[src/rtl/ex_mem_reg.sv]
// EX->MEM pipeline register with MADD/MSUB product/counter feedback to EX.
// Latency: exactly 1 cycle EX->MEM; every output is a flop, no input-to-output path.
// Stall: stall_ex alone inserts a NOP into MEM; stall_ex with stall_mem holds MEM.
module ex_mem_reg #(
   parameter int REG_W  = 32,
   parameter int ADDR_W = 5
) (
   input  logic                 clk,
   input  logic                 rst,
   input  logic                 flush,
   input  logic                 stall_ex,
   input  logic                 stall_mem,
   input  logic [ADDR_W-1:0]    ex_wd,
   input  logic                 ex_wreg,
   input  logic [REG_W-1:0]     ex_wdata,
   input  logic                 ex_whilo,
   input  logic [REG_W-1:0]     ex_hi,
   input  logic [REG_W-1:0]     ex_lo,
   input  logic [2*REG_W-1:0]   hilo_i,
   input  logic [1:0]           cnt_i,
   output logic [ADDR_W-1:0]    mem_wd,
   output logic                 mem_wreg,
   output logic [REG_W-1:0]     mem_wdata,
   output logic                 mem_whilo,
   output logic [REG_W-1:0]     mem_hi,
   output logic [REG_W-1:0]     mem_lo,
   output logic [2*REG_W-1:0]   hilo_o,
   output logic [1:0]           cnt_o
);

   // Everything MEM consumes, kept together so NOP/hold act on it as one unit.
   typedef struct packed {
      logic [ADDR_W-1:0] wd;
      logic              wreg;
      logic [REG_W-1:0]  wdata;
      logic              whilo;
      logic [REG_W-1:0]  hi;
      logic [REG_W-1:0]  lo;
   } mem_payload_t;

   mem_payload_t         mem_q, mem_d;
   logic [2*REG_W-1:0]   hilo_q, hilo_d;
   logic [1:0]           cnt_q, cnt_d;

   // Next-state selection: flush > advance > bubble > hold. The unreachable
   // stall_ex=0/stall_mem=1 case falls into hold so MEM never loses data.
   always_comb begin
      mem_d  = mem_q;
      hilo_d = hilo_q;
      cnt_d  = cnt_q;
      if (flush) begin
         // Discards any MADD/MSUB in flight so EX restarts cleanly.
         mem_d  = '0;
         hilo_d = '0;
         cnt_d  = '0;
      end else if (!stall_ex && !stall_mem) begin
         // Instruction leaves EX; multi-cycle state is no longer needed.
         mem_d.wd    = ex_wd;
         mem_d.wreg  = ex_wreg;
         mem_d.wdata = ex_wdata;
         mem_d.whilo = ex_whilo;
         mem_d.hi    = ex_hi;
         mem_d.lo    = ex_lo;
         hilo_d      = '0;
         cnt_d       = '0;
      end else if (stall_ex && !stall_mem) begin
         // Bubble into MEM while EX's partial product loops back for next cycle.
         mem_d  = '0;
         hilo_d = hilo_i;
         cnt_d  = cnt_i;
      end else begin
         // MEM frozen; EX is still stalled so keep carrying its partial state.
         hilo_d = hilo_i;
         cnt_d  = cnt_i;
      end
   end

   // State register with synchronous active-high reset.
   always_ff @(posedge clk) begin
      if (rst) begin
         mem_q  <= '0;
         hilo_q <= '0;
         cnt_q  <= '0;
      end else begin
         mem_q  <= mem_d;
         hilo_q <= hilo_d;
         cnt_q  <= cnt_d;
      end
   end

   assign mem_wd    = mem_q.wd;
   assign mem_wreg  = mem_q.wreg;
   assign mem_wdata = mem_q.wdata;
   assign mem_whilo = mem_q.whilo;
   assign mem_hi    = mem_q.hi;
   assign mem_lo    = mem_q.lo;
   assign hilo_o    = hilo_q;
   assign cnt_o     = cnt_q;

endmodule
[config.mk]
export PLATFORM = sky130hd
export DESIGN_NAME = ex_mem_reg
export DESIGN_NICKNAME = d
export VERILOG_FILES = /design/src/rtl/ex_mem_reg.sv
export SDC_FILE = /design/constraint.sdc
export NUM_CORES = 1
export LEC_CHECK = 0
export ABC_AREA = 0
export CORE_MARGIN = 2
export CORE_UTILIZATION = 34
export DETAILED_ROUTE_END_ITERATION = 16
export MAX_ROUTING_LAYER = met4
export PLACE_DENSITY = 0.76
export SLEW_MARGIN = 40
export SYNTH_ARGS = -nofsm -noshare
export SYNTH_HDL_FRONTEND = slang
export SYNTH_SLANG_ARGS = --single-unit
[constraint.sdc]
create_clock -name clk -period 1.1 [get_ports clk]
set_input_delay 0.165 -clock clk [delete_from_list [all_inputs] [get_ports clk]]
set_output_delay 0.165 -clock clk [all_outputs]
set_load 0.02 [all_outputs]
==> results.json <==
{
  "status": "completed",
  "clockBufferDepth": 2,
  "routed_wl_microns": 18460,
  "clkLatencyLatePin_ps": 420,
  "hpwl_microns": 13520,
  "ir_drop_uv": 1017,
  "critPathBufInv": 1,
  "worst_slew_pin_slew_ps": 248.4,
  "cts_tree": "done",
  "netlist_area_sq_mm": 0.005913,
  "dp_slack_ps": -285.3,
  "stdcell_area_sq_mm": 0.01002,
  "track_usage": 0.1990,
  "start_kind": "flop",
  "synth_top_area_share": 0.5722,
  "io_buffers": 342,
  "cts.sinks": 169,
  "rsz0062_at_grt": "yes",
  "fmax_mhz": 932.4,
  "hold_depth": 3,
  "grt_max_degree": 67,
  "ctsHoldBuffers": 0,
  "synth-seq-cells": 169,
  "worstHoldStart": "stall_mem",
  "num_rows": 48,
  "n_fill_cell": 1543,
  "reg2reg_slack_ps": 410,
  "yosys_warnings": 0,
  "hold_path_end": "mem_lo[27]$_SDFFE_PP0P_",
  "drt-pass1-iter-count": 4,
  "p_per_area_mw_per_mm2": 1381,
  "path_cells": "buf_4",
  "start_util": 0.3443,
  "placed_area_sq_mm": 0.009742,
  "clkTransAtPathRegs_ps": 70,
  "drv_slew": 0,
  "die_h_microns": 135.9,
  "cpLargestDelayFamily": "flip-flops",
  "synth_common_cells": "169 x dfxtp_1, 103 x a21oi_1, 103 x nand2_1, 97 x or3b_1, 66 x and3_1",
  "fin_crit_sh": 0.9750,
  "max_slew_margin": 0.8344,
  "first_global_vias": 5301,
  "r2r-start": "mem_hi[20]$_SDFFE_PP0P_",
  "slowest_delay_ps": 350,
  "grt_pass1_wl_microns": 27490,
  "ant_nets": 0,
  "fin_nets": 1117,
  "finClkSkew_ps": 0,
  "reg2reg_depth": 3,
  "gp_congestion": 0.7493,
  "ys_types": 12,
  "synthFlopType": "dfxtp_1",
  "synth-edff-count": 0,
  "finalSetupViolCount": 0,
  "yosysMostFrequentCell": "dfxtp_1",
  "syn_nets": 781,
  "worst_r2r_endpoint": "mem_hi[20]$_SDFFE_PP0P_",
  "timing.final.ws_setup_ps": 27.49,
  "cellLeakagePower_nw": 4.322,
  "cap_violations": 0,
  "wire_per_inst_microns": 15.64,
  "htreeDepth": 4,
  "areaGrowthSynthToFinish_pct": 69.49,
  "drt_iter0_drc": 245,
  "cts_root_buf": "clkbuf_16",
  "syn_inst": 607,
  "hold_viol": 0,
  "crit_fanout": 2,
  "slowest_stage": "dfxtp_1",
  "crit_required_ps": 940,
  "dieArea_sq_mm": 0.01846,
  "end_kind": "output port",
  "antenna_found_initial": 0,
  "register_area_sq_mm": 0.003476,
  "crit_arrival_ps": 910,
  "diodes": 0,
  "core_area_sq_mm": 0.01718,
  "num_vias": 5450,
  "worstHoldPathType": "input pin to flop",
  "multi_input_area_sq_mm": 0.002243,
  "die_x_microns": 135.9,
  "finalCriticalPeriod_ps": 1073,
  "pin_count": 343,
  "hold_ws_ps": 51.37,
  "syn_avg_cell_area_sq_um": 9.742,
  "post_drt_via_cell_ratio": 4.619,
  "cts_buffers": 17,
  "async_flop_share": 0,
  "yosysTopAreaCell": "dfxtp_1",
  "drive_above_1_share": 0.3330,
  "crit_type": "flop to output port",
  "synth-seq-area-share": 0.5722,
  "drc_errors": 0,
  "synth_area_leaders": "dfxtp_1 57%, or3b_1 14%, a21oi_1 8.7%",
  "gr-total-overflow": 0
}
layout by cell type (no fill, tap or decap), types with 3 or more instances in the layout:
master and n:
a21oi_1 103, and3_1 66, buf_12 13, buf_2 50, buf_4 99, buf_6 43, clkbuf_16 17, clkbuf_8 3
clkdlybuf4s50_1 171, clkinv_2 3, clkinvlp_4 3, dfxtp_1 95, dfxtp_2 74, nand2_1 103, or3b_1 97, or3b_2 6
layer usage:
layer	track usage	vias up	routed length, microns
li1	-	2744	-
met1	0.2266	2447	7459
met2	0.3291	232	9160
met3	0.06078	27	1509
met4	0.07639	0	332
met5	-	-	0
power breakdown:
group | switching (mW) | total, mW | internal [mW]
Clock | 2.43 | 5.72 | 3.29
Combinational | 0.733 | 1.76 | 1.03
Sequential | 0.0654 | 6.36 | 6.29
how the worst max path moves through the flow:
stage	start	depth (start not counted)	slack, ps	to
floorplan	stall_mem	5	8	hilo_o[23]$_SDFF_PP0_
global placement	flush	4	-250	mem_lo[3]$_SDFFE_PP0P_
detailed placement	flush	4	-290	mem_lo[29]$_SDFFE_PP0P_
CTS	mem_lo[22]$_SDFFE_PP0P_	1	0.3	mem_lo[22]
global route	mem_hi[29]$_SDFFE_PP0P_	1	-7	mem_hi[29]
finish	mem_hi[22]$_SDFFE_PP0P_	1	30	mem_hi[22]
flip-flops by register name, summed over array words and instances, names as in the netlist:
name and count:
cnt_o 2, hilo_o 64, mem_hi 32, mem_lo 32, mem_wd 5, mem_wdata 32, mem_whilo 1, mem_wreg 1
stage by stage:
step | std cells | TNS, ps | total power [mW] | util
after floorplan | 607 | 0 | 7.170 | -
after global placement | 1148 | -33320 | 8.304 | 0.5672
after detailed placement | 1148 | -35730 | 8.325 | 0.5672
after CTS | 1179 | 0 | 13.95 | 0.5635
after global routing | 1180 | -9.038 | 14.39 | 0.5835
final | 1180 | 0 | 13.84 | 0.5835
logic make-up after synthesis:
group	share of synthesized area
simple gates	0.2905
compound gates	0.08718
buf+inv	0.05015
flops	0.5722
repair_timing:
action,in CTS,in global routing
hold endpoints to repair,0,0
buffers inserted,0,1
resized for setup,765,152
setup endpoints to repair,169,105
cell type report:
type	count	share of cell area
Multi-Input combinational cell	378	0.2238
Clock inverter	10	0.009363
Timing Repair Buffer	377	0.3449
Clock buffer	21	0.04694
Sequential cell	169	0.3468
Tap cell	225	0.02809
(Power assumes the default switching activity.)
